--- src/rtl/fetch_prefetch_queue.sv ---
// Instruction-fetch front end: issues sequential word reads over a req/ack handshake and
// buffers {inst, pc+4} in a first-word-fall-through queue; redirects flush and refetch.
module fetch_prefetch_queue #(
  parameter int unsigned DEPTH    = 4,
  parameter logic [31:0] RESET_PC = 32'h0000_0000
) (
  input  logic                     i_clk,
  input  logic                     i_rst,
  output logic                     o_mem_req,
  output logic [31:0]              o_mem_addr,
  input  logic                     i_mem_ack,
  input  logic [31:0]              i_mem_rdata,
  input  logic                     i_redirect,
  input  logic [31:0]              i_redirect_pc,
  input  logic                     i_take,
  output logic                     o_inst_valid,
  output logic [31:0]              o_inst,
  output logic [31:0]              o_pc_plus4,
  output logic [$clog2(DEPTH):0]   o_count
);

  localparam int unsigned PtrW = $clog2(DEPTH);
  localparam int unsigned CntW = PtrW + 1;
  localparam logic [CntW-1:0] Full = CntW'(DEPTH);

  typedef enum logic [1:0] {StIdle, StReq, StDrop} state_e;

  state_e            r_state, w_state_d;
  logic [31:0]       r_fetch_pc, w_fetch_pc_d;
  logic [31:0]       r_mem_addr, w_mem_addr_d;
  logic [CntW-1:0]   r_count, w_count_nxt;
  logic [PtrW-1:0]   r_rd_ptr, r_wr_ptr;
  logic [31:0]       r_inst_mem [DEPTH];
  logic [31:0]       r_pc4_mem  [DEPTH];
  logic              w_push, w_pop;

  assign w_pop       = i_take && (r_count != '0) && !i_redirect;
  assign w_push      = (r_state == StReq) && i_mem_ack && !i_redirect;
  assign w_count_nxt = r_count + CntW'(w_push) - CntW'(w_pop);

  always_comb begin
    w_state_d    = r_state;
    w_fetch_pc_d = r_fetch_pc;
    w_mem_addr_d = r_mem_addr;
    if (i_redirect) begin
      w_fetch_pc_d = i_redirect_pc;
      // An unacked request must still drain before the target can be issued.
      if (r_state == StIdle || i_mem_ack) begin
        w_state_d    = StReq;
        w_mem_addr_d = i_redirect_pc;
      end else begin
        w_state_d = StDrop;
      end
    end else begin
      unique case (r_state)
        StIdle: begin
          if (r_count < Full) begin
            w_state_d    = StReq;
            w_mem_addr_d = r_fetch_pc;
          end
        end
        StReq: begin
          if (i_mem_ack) begin
            w_fetch_pc_d = r_fetch_pc + 32'd4;
            if (w_count_nxt < Full) begin
              w_mem_addr_d = r_fetch_pc + 32'd4;
            end else begin
              w_state_d = StIdle;
            end
          end
        end
        StDrop: begin
          if (i_mem_ack) begin
            w_state_d    = StReq;
            w_mem_addr_d = r_fetch_pc;
          end
        end
        default: w_state_d = StIdle;
      endcase
    end
  end

  always_ff @(posedge i_clk) begin
    if (i_rst) begin
      r_state    <= StIdle;
      r_fetch_pc <= RESET_PC;
      r_mem_addr <= RESET_PC;
      r_count    <= '0;
      r_rd_ptr   <= '0;
      r_wr_ptr   <= '0;
    end else begin
      r_state    <= w_state_d;
      r_fetch_pc <= w_fetch_pc_d;
      r_mem_addr <= w_mem_addr_d;
      if (i_redirect) begin
        r_count  <= '0;
        r_rd_ptr <= '0;
        r_wr_ptr <= '0;
      end else begin
        r_count <= w_count_nxt;
        if (w_push) r_wr_ptr <= r_wr_ptr + PtrW'(1);
        if (w_pop)  r_rd_ptr <= r_rd_ptr + PtrW'(1);
      end
    end
  end

  always_ff @(posedge i_clk) begin
    if (!i_rst && w_push) begin
      r_inst_mem[r_wr_ptr] <= i_mem_rdata;
      r_pc4_mem[r_wr_ptr]  <= r_fetch_pc + 32'd4;
    end
  end

  assign o_mem_req    = (r_state != StIdle);
  assign o_mem_addr   = r_mem_addr;
  assign o_count      = r_count;
  assign o_inst_valid = (r_count != '0);
  assign o_inst       = o_inst_valid ? r_inst_mem[r_rd_ptr] : 32'h0;
  assign o_pc_plus4   = o_inst_valid ? r_pc4_mem[r_rd_ptr] : 32'h0;

endmodule

--- config.mk ---
export PLATFORM = sky130hd
export DESIGN_NAME = fetch_prefetch_queue
export DESIGN_NICKNAME = d
export VERILOG_FILES = /design/src/rtl/fetch_prefetch_queue.sv
export SDC_FILE = /design/constraint.sdc
export NUM_CORES = 1
export LEC_CHECK = 0
export CAP_MARGIN = 20
export CORE_MARGIN = 1.5
export CORE_UTILIZATION = 45
export CTS_BUF_LIST = sky130_fd_sc_hd__clkbuf_4 sky130_fd_sc_hd__clkbuf_8
export DETAILED_ROUTE_END_ITERATION = 16
export PLACE_DENSITY = 0.67
export SYNTH_ARGS = -nofsm -noshare
export SYNTH_HDL_FRONTEND = slang
export SYNTH_SLANG_ARGS = --single-unit
--- constraint.sdc ---
create_clock -name i_clk -period 6.8 [get_ports i_clk]
set_input_delay 1.02 -clock i_clk [delete_from_list [all_inputs] [get_ports i_clk]]
set_output_delay 1.02 -clock i_clk [all_outputs]
set_load 0.02 [all_outputs]
* After elaboration in Yosys (flattened, before gate mapping) *
Memory sizes are Yosys's and may differ from the RTL's. A register that Yosys moved wholly into a read port is not among the register bits.
Cells that the tools add are included.

cells by class
  muxes and demuxes = 25
  equality and inequality tests = 8
  add/sub/neg operators = 5
  $lt $le $gt $ge = 2
  reductions and logical operators = 18

operators by type and width
  cell                                                              count
  32-bit 2-to-1 mux                                                 11
  32-bit case mux with 3 select lines                               1
  32-bit by 3-bit adder with 32-bit output (second input constant)  1
  2-bit 2-to-1 mux                                                  10
  3-bit != test (second input constant)                             3
  3-bit less-than comparator (second input constant)                2
  3-bit by 2-bit != test with 1-bit output (second input constant)  2
  2-bit case mux with 3 select lines                                1
  6-bit AND reduction                                               1
  2-bit nonzero test                                                3
  1-bit logical AND                                                 5
  2-bit by 1-bit adder with 2-bit output (second input constant)    2
  4-bit AND reduction                                               1
  4-bit nonzero test                                                1
  3-bit by 1-bit adder with 3-bit output                            1
  3-bit nonzero test                                                1
  3-bit by 1-bit subtractor with 3-bit output                       1
  2-bit by 1-bit == test with 1-bit output (second input constant)  1
  2-bit == test (second input constant)                             1
  1-bit logical NOT                                                 2
  2-bit logical NOT                                                 1
  1-bit 2-to-1 mux                                                  2
  2-bit by 1-bit != test with 1-bit output (second input constant)  1
  2-bit AND reduction                                               1
  other kinds (2)                                                   2

word-level totals
  bits in registers = 73
  memories kept = 2
  bits of input ports = 69
  RAM bits = 256

memories
  memory      depth  width  read ports  clocked after memory_dff  write ports  RTL line  RTL
  r_inst_mem  4      32     1           1                         1            33        logic [31:0] r_inst_mem [DEPTH];
  r_pc4_mem   4      32     1           1                         1            34        logic [31:0] r_pc4_mem [DEPTH];

* Depth between registers and ports, before layout *
Gate-level depths: netlist of the first run.

  word-level depth = 10
  mapped depth = 15
  gate-level depth less buffers = 12

* Worst setup path after synthesis of the first run *
No wires, ideal clock.

  kind = input-to-reg
  from = in i_redirect
  to = reg r_mem_addr[31] (netlist: o_mem_addr[31])
  path buffers = 3
  setup slack = 2815 ps
  data required time = 6681 ps
  library setup time = 119 ps
  cell stages on the path = 14
  arrival = 3866 ps
  cells stage by stage = clkbuf_1 nor2_1 nand2_1 ha_1 inv_1 ha_1 fa_1 xnor2_1 xnor2_1 o21a_1 clkbuf_1 clkbuf_1 nand2_1 o221a_2

on the way
  longest elaborated chain between the ends = 7
  elaborated cells on any way between the ends = 14
  those cells by class = add/sub: 2; order compare: 1; eq/ne: 5; mux: 1; reduce/logical: 5

ends and longest elaborated chain
  element                                                    RTL line  RTL
  from (decl)                                                13        input logic i_redirect,
  1-bit logical NOT                                          37, 38
  1-bit logical AND                                          38        assign w_push = (r_state == StReq) && i_mem_ack && !i_redirect;
  3-bit by 1-bit adder with 3-bit output                     39        assign w_count_nxt = r_count + CntW'(w_push) - CntW'(w_pop);
  3-bit by 1-bit subtractor with 3-bit output                39
  3-bit less-than comparator                                 65        if (w_count_nxt < Full) begin
  3-bit by 2-bit != test with 1-bit output (no source line)  --
  6-bit AND reduction (no source line)                       --
  to (signal assigned)                                       94        r_mem_addr <= w_mem_addr_d;
  to (decl)                                                  30        logic [31:0] r_mem_addr, w_mem_addr_d;

Parallel ways exist; a longest one is shown, timed or not.
A chain may end at the register's enable or synchronous reset.

* Final worst setup path of the first run *
  from = reg r_state[0]
  to = reg r_mem_addr[11] (netlist: o_mem_addr[11])

on the way
  longest elaborated chain between the ends = 8
  elaborated cells on any way between the ends = 18
  those cells by class = add/sub: 2; order compare: 1; eq/ne: 7; mux: 2; reduce/logical: 6

ends and longest elaborated chain
  element                                                    RTL line  RTL
  from (decl)                                                28        state_e r_state, w_state_d;
  from (signal assigned)                                     85        r_state <= StIdle;
  from (signal assigned)                                     92        r_state <= w_state_d;
  2-bit by 1-bit == test with 1-bit output                   38, 55
  1-bit logical AND (2 in series)                            38
  3-bit by 1-bit adder with 3-bit output                     39
  3-bit by 1-bit subtractor with 3-bit output                39
  3-bit less-than comparator                                 65
  3-bit by 2-bit != test with 1-bit output (no source line)  --
  6-bit AND reduction (no source line)                       --

Parallel ways exist; a longest one is shown, timed or not.

==> qor.csv, run 1 <==
stage;metric;value;unit
timing;normalized max-slew margin;0.319;
critical_path;WP data arrival;5.58;ns
detailed_routing;via count;8911;
min_path;Hold Path End;o_mem_addr[10]$_SDFFE_PP0P_;
clock_network;Post-CTS Setup Repair Bufs;0;
timing;FMAX;196;MHz
detailed_routing;Final ANT Viol Nets;0;
synthesis;Post-synth top flop;edfxtp_1;
grt;vias in the first global route;9056;
clock_network;clk_lat worst skew;0.59;ns
synthesis;Mapped Area;0.0143;sq mm
status;status;completed;
placement;DP Area;0.0163;sq mm
floorplan;CORE AREA;0.0314;sq mm
detailed_routing;Routed WL per cell;20.2;microns
timing;Fin Clk Skew;0.0274;ns
critical_path;crit path max fanout;21;
final_layout;Final nets;1241;
timing;setup TNS;0;ns
critical_path;worst-case reg-to-reg path depth;13;
grt;busiest layer in global routing;met2;
final_layout;n_diodes;0;
grt;met2 Use GR;0.325;
synthesis;Net Count, Synth;1084;
clock_network;CTS root buf;clkbuf_8;
synthesis;EDFF count, synth;256;
clock_network;Clock Pin Slew Worst Setup and Hold Paths;0.06;ns
synthesis;asr flop ratio synth;0;
detailed_routing;detailed-route wire length;32600;microns
synthesis;#FFs+latches synth;331;
job;max_cap viols;0;
critical_path;Register-to-Register Setup Slack;1.70;ns
synthesis;Synth Instances;1007;
grt;global-route wire length before repair;50800;microns
power;power per cell area;252;mW/mm^2
critical_path;CP startpoint kind;flip-flop;
power;Worst VDD drop;141;uV
final_layout;Multi-input gate area;0.00473;sq mm
floorplan;Die Width;181;microns
synthesis;ranking of synthesized cells by area;edfxtp_1, dfxtp_1, mux4_2, and2_1, xnor2_1;
floorplan;FP Rows;65;
grt;total gr overflow;0;
final_layout;most common cell after layout, fill and taps aside;edfxtp_1;
detailed_routing;drc violations;0;
min_path;Hold Path Stages;2;
timing;RSZ-0062 raised after global routing;no;
grt;met3 GRT Util;0.0351;
clock_network;CTS Hold Bufs;0;
clock_network;clk sinks;331;
final_layout;share of cells above drive strength 1;0.158;
grt;largest net degree at the start of global routing;66;
critical_path;r2r endpoint;o_mem_addr[11]$_SDFFE_PP0P_;
detailed_routing;Via density;5.53;
grt;M1 GR Usage;0.273;
critical_path;Worst setup startpoint;r_state[0]$_SDFFE_PP0P_;
synthesis;post-synth top area share;0.538;
synthesis;Syn Area/Cell;14.2;sq um
final_layout;most frequent cells in the layout;edfxtp_1, clkdlybuf4s50_1, dfxtp_1, and2_1, nand2_1;
detailed_routing;initial DRC count;754;
final_layout;post-route design area;0.0174;sq mm
synthesis;post-synth top area cell;edfxtp_1;
floorplan;die height;181;microns
critical_path;critical path data required time;7.28;ns
synthesis;Seq/Total Area, Yosys;0.643;
placement;DP HPWL;19600;microns
floorplan;Boundary Pins;170;
placement;placer congestion estimate;0.892;
detailed_routing;drt first pass iters;5;
synthesis;Syn. warnings;0;
critical_path;CP Class;reg -> reg;
timing;Final Hold Violating Endpoints;0;
critical_path;RR Startpoint;r_state[0]$_SDFFE_PP0P_;
timing;fin crit share;0.750;
clock_network;htree depth;2;
power;Lkg Pwr;5.74;nW
final_layout;Filler cells;2595;
timing;Setup violations, final;0;
final_layout;Layout area overhead;21.8;%
min_path;worst min path class;reg -> reg;
min_path;Hold Startpoint;o_mem_addr[10]$_SDFFE_PP0P_;
clock_network;post-cts sizing count;0;
grt;antenna violations before repair;0;
placement;I/O Buffers;169;
clock_network;TritonCTS clock tree;done;
timing;crit path time final;5.10;ns
clock_network;Num CTS Buffers;56;
grt;Total GRT Usage;0.199;
floorplan;die area;0.0328;sq mm
clock_network;Max Root-Sink Buffers;3;
critical_path;Critical Path Sink Type;flip-flop;
timing;fin. max-slew vios;0;
final_layout;Seq. cell area;0.00919;sq mm
timing;worst-margin pin slew;1.02;ns
floorplan;initial core utilization;0.455;
synthesis;Yosys cell types;63;
-- power by group --
| group | total [W] | internal, W | switching, W |
|---|---|---|---|
| logic | 0.000347 | 0.000157 | 0.000190 |
| registers | 0.00227 | 0.00222 | 0.0000479 |
| clock network | 0.00177 | 0.000987 | 0.000786 |
-- cell type report --
| type | instances | share of cell area |
|---|---|---|
| clock buffer | 71 | 0.0518 |
| clock inverter | 33 | 0.0134 |
| inverter | 11 | 0.00237 |
| multi-input combinational | 581 | 0.272 |
| sequential | 331 | 0.528 |
| tap | 402 | 0.0289 |
| timing repair buffer | 183 | 0.104 |
-- through the flow --
step | cells | hold slack, ns | util | setup WS (ns) | power [W]
after floorplan | 1007 | 0.459 | - | 2.81 | 0.00249
after global placement | 1507 | 0.449 | 0.518 | 1.84 | 0.00265
after detailed placement | 1507 | 0.452 | 0.518 | 1.76 | 0.00266
after CTS | 1611 | 0.463 | 0.554 | 1.76 | 0.00443
after global routing | 1612 | 0.474 | 0.555 | 1.37 | 0.00455
final | 1612 | 0.464 | 0.555 | 1.70 | 0.00439
-- metal layers --
layer / wire length (microns) / up-vias
met1: 14400 / 4369
met3: 1830 / 60
met4: 779 / 0
li1: - / 4162
met2: 15600 / 320
met5: 0 / -
-- cell usage after synthesis, drive strengths merged (13+ instances only) --
cell type and number:
nor3 18, nand3 20, buf 25, a21oi 32, xnor2 31, nand4 18
clkbuf 59, o21ai 21, nand2 66, edfxtp 256, nor4 13, nor2 41
dfxtp 75, mux4 64, and2 74, xor2 21
-- how the worst max path moves through the flow --
stage,to,slack (ns)
6_report,o_mem_addr[11]$_SDFFE_PP0P_,1.70
4_1_cts,o_mem_addr[11]$_SDFFE_PP0P_,1.76
2_1_floorplan,o_mem_addr[31]$_SDFFE_PP0P_,2.81
5_1_grt,o_mem_addr[16]$_SDFFE_PP0P_,1.37
3_5_place_dp,o_mem_addr[11]$_SDFFE_PP0P_,1.76
3_3_place_gp,o_mem_addr[11]$_SDFFE_PP0P_,1.84
-- cell families after synthesis --
| group | count (synthesis) | synth area share |
|---|---|---|
| AOI/OAI and AO/OA | 146 | 0.0715 |
| buffers and inverters | 95 | 0.0270 |
| xor gates and xnor gates | 52 | 0.0319 |
| muxes | 71 | 0.106 |
| and+or+nand+nor | 304 | 0.114 |
| adders and majority gates | 8 | 0.00753 |
| DFF | 331 | 0.643 |
-- state kept, by name, indices dropped and copies added, names as in the netlist, named ones only --
signal and cells:
o_count 3, o_mem_addr 32, r_fetch_pc 32, r_inst_mem 128
r_pc4_mem 128, r_rd_ptr 2, r_state 2, r_wr_ptr 2
-- worst max-delay path: stages, from the launching register on --
cell	delay [ns]
dfxtp_1	0.52
nand2b_1	0.62
nor2_1	0.81
nand2_1	0.29
ha_1	0.35
inv_1	0.03
ha_1	0.18
fa_1	0.37
xnor2_1	0.15
xnor2_1	0.32
o21a_1	0.71
buf_4	0.31
nand2_1	0.06
a221oi_1	0.26
Note: power is estimated with default switching activity, not from simulation.
==> run 2: changes to the inputs <==
==> constraint.sdc (replaced) <==
create_clock -name i_clk -period 4.8 [get_ports i_clk]
set_input_delay 0.72 -clock i_clk [delete_from_list [all_inputs] [get_ports i_clk]]
set_output_delay 0.72 -clock i_clk [all_outputs]
set_load 0.02 [all_outputs]
==> run 2 against run 1 <==
Compared with the run above: die area stayed put; final cell count is 0.31% lower; clock skew hardly changed; critical path depth is 9 lower; critical path type is now reg -> out; highest routed layer unchanged.
==> qor.csv, run 2 (same netlist as run 1, synthesis figures left out) <==
stage;metric;value;unit
status;status;completed;
timing;RSZ-0062 raised after global routing;no;
detailed_routing;Final ANT Viol Nets;0;
min_path;worst min path class;reg -> reg;
critical_path;CP top delay family;buffers and inverters;
critical_path;r2r endpoint;o_mem_addr[11]$_SDFFE_PP0P_;
critical_path;Buffers & Inverters on Critical Path;2;
critical_path;CP Class;reg -> out;
final_layout;Final nets;1240;
critical_path;crit path max fanout;27;
power;Worst VDD drop;161;uV
grt;antenna violations before repair;0;
clock_network;htree depth;2;
critical_path;RR Startpoint;r_state[0]$_SDFFE_PP0P_;
final_layout;Layout area overhead;21.6;%
power;sw frac;0.230;
final_layout;most common cell after layout, fill and taps aside;edfxtp_1;
floorplan;die area;0.0328;sq mm
timing;worst-margin pin slew;1.06;ns
timing;fin crit share;0.770;
grt;vias in the first global route;8925;
clock_network;clk sinks;331;
clock_network;TritonCTS clock tree;done;
floorplan;Die Width;181;microns
job;max_cap viols;0;
detailed_routing;initial DRC count;698;
detailed_routing;Via density;5.60;
detailed_routing;drt first pass iters;5;
critical_path;Worst setup endpoint;o_pc_plus4[12];
clock_network;Post-CTS Setup Repair Bufs;0;
detailed_routing;Routed WL per cell;20.4;microns
critical_path;slowest CP cell;dfxtp_4;
timing;Final Hold Violating Endpoints;0;
detailed_routing;detailed-route wire length;32700;microns
power;Internal;0.00475;W
grt;Total GRT Usage;0.200;
clock_network;clk_lat worst skew;0.57;ns
critical_path;Critical Path Sink Type;primary output;
clock_network;Clock Pin Slew Worst Setup and Hold Paths;0.06;ns
detailed_routing;drc violations;0;
timing;FMAX;271;MHz
timing;normalized max-slew margin;0.290;
power;power per cell area;355;mW/mm^2
floorplan;initial core utilization;0.455;
clock_network;post-cts sizing count;0;
timing;setup TNS;0;ns
clock_network;Max Root-Sink Buffers;3;
critical_path;WP depth;4;
final_layout;Filler cells;2551;
power;Psw;0.00142;W
grt;largest net degree at the start of global routing;66;
critical_path;crit-path max cell delay;0.74;ns
placement;DP HPWL;20000;microns
timing;Setup violations, final;0;
critical_path;WP data arrival;2.98;ns
power;clock power share;0.399;
placement;I/O Buffers;169;
clock_network;Num CTS Buffers;53;
final_layout;n_diodes;0;
critical_path;crit-path cells;buf_4 > mux4_2 > and2_1 > clkdlybuf4s50_1;
final_layout;share of cells above drive strength 1;0.159;
power;Lkg Pwr;5.75;nW
clock_network;CTS Hold Bufs;0;
final_layout;biggest regs;r_inst_mem (128), r_pc4_mem (128);
timing;crit path time final;3.70;ns
timing;fin. max-slew vios;0;
critical_path;critical path data required time;4.08;ns
floorplan;die height;181;microns
power;Seq pwr share;0.522;
critical_path;worst-case reg-to-reg path depth;14;
detailed_routing;via count;8996;
clock_network;CTS root buf;clkbuf_8;
critical_path;CP startpoint kind;flip-flop;
placement;placer congestion estimate;0.863;
floorplan;FP Rows;65;
final_layout;Multi-input gate area;0.00473;sq mm
timing;Fin Clk Skew;0.0275;ns
final_layout;most frequent cells in the layout;edfxtp_1, clkdlybuf4s50_1, dfxtp_1, and2_1, nand2_1;
floorplan;Boundary Pins;170;
grt;total gr overflow;0;
critical_path;Register-to-Register Setup Slack;1.19;ns
power;logic gate share of total power;0.079;
final_layout;Seq. cell area;0.00919;sq mm
floorplan;CORE AREA;0.0314;sq mm
grt;global-route wire length before repair;50800;microns
final_layout;Layout Utilization;0.554;
==> run 2: cell count changes in the layout (fill, tap and decap cells not counted), sizes merged <==
cell | before | now
clkinv | 27 | 20
clkinvlp | 3 | 0
buf | 15 | 17
clkbuf | 71 | 73
inv | 11 | 12
==> run 2: how the worst min path moves through the flow <==
| stage | start | end | slack, ns | cells after the start |
|---|---|---|---|---|
| after floorplan | r_fetch_pc[0]$_SDFFE_PP0P_ | r_pc4_mem[0][0]$_DFFE_PP_ | 0.46 | 0 |
| after global placement | o_mem_addr[12]$_SDFFE_PP0P_ | o_mem_addr[12]$_SDFFE_PP0P_ | 0.45 | 2 |
| after detailed placement | o_mem_addr[12]$_SDFFE_PP0P_ | o_mem_addr[12]$_SDFFE_PP0P_ | 0.45 | 2 |
| after CTS | o_mem_addr[12]$_SDFFE_PP0P_ | o_mem_addr[12]$_SDFFE_PP0P_ | 0.47 | 2 |
| after global routing | o_mem_addr[9]$_SDFFE_PP0P_ | o_mem_addr[9]$_SDFFE_PP0P_ | 0.48 | 2 |
| final | o_mem_addr[4]$_SDFFE_PP0P_ | o_mem_addr[4]$_SDFFE_PP0P_ | 0.46 | 2 |
==> run 2: final cells by class <==
type	instances	area share
clock buffer	73	0.0517
clock inverter	24	0.0109
inverter	11	0.00237
multi-input combinational	581	0.272
sequential	331	0.529
tap	402	0.0289
timing repair buffer	185	0.105
==> run 2: through the flow <==
| step | area [sq um] | setup WS (ns) | cells | hold WS, ns | power, W |
|---|---|---|---|---|---|
| after floorplan | 14300 | 1.11 | 1007 | 0.459 | 0.00353 |
| after global placement | 16300 | 0.966 | 1510 | 0.450 | 0.00375 |
| after detailed placement | 16300 | 0.828 | 1510 | 0.447 | 0.00376 |
| after CTS | 17400 | 1.00 | 1607 | 0.467 | 0.00622 |
| after global routing | 17400 | 0.874 | 1607 | 0.480 | 0.00639 |
| final | 17400 | 1.10 | 1607 | 0.464 | 0.00617 |
==> run 2: power groups by stage <==
stage	logic [W]	registers (W)	clock network, W
floorplan	0.000261	0.00327	0
global placement	0.000480	0.00327	0
detailed placement	0.000488	0.00328	0
CTS	0.000491	0.00322	0.00251
global route	0.000528	0.00322	0.00264
finish	0.000488	0.00322	0.00246
==> run 2: per-layer routing <==
metal | routed length [microns] | track usage | share of wire
met2 | 15600 | 0.329 | 0.48
met1 | 14300 | 0.274 | 0.44
met3 | 2090 | 0.0323 | 0.064
met4 | 767 | 0.0600 | 0.023
met5 | 0 | 0 | 0
==> run 2: worst reg2reg max path, stage by stage (launching register included) <==
cell and delay [ns]:
dfxtp_1 0.53, nand2b_1 0.16, nor2_1 0.11, buf_4 0.19
nand2_1 0.17, ha_1 0.32, inv_1 0.04, ha_1 0.18
fa_1 0.38, xnor2_1 0.15, xnor2_1 0.34, o21a_1 0.16
buf_4 0.40, nand2_1 0.11, a221oi_1 0.31
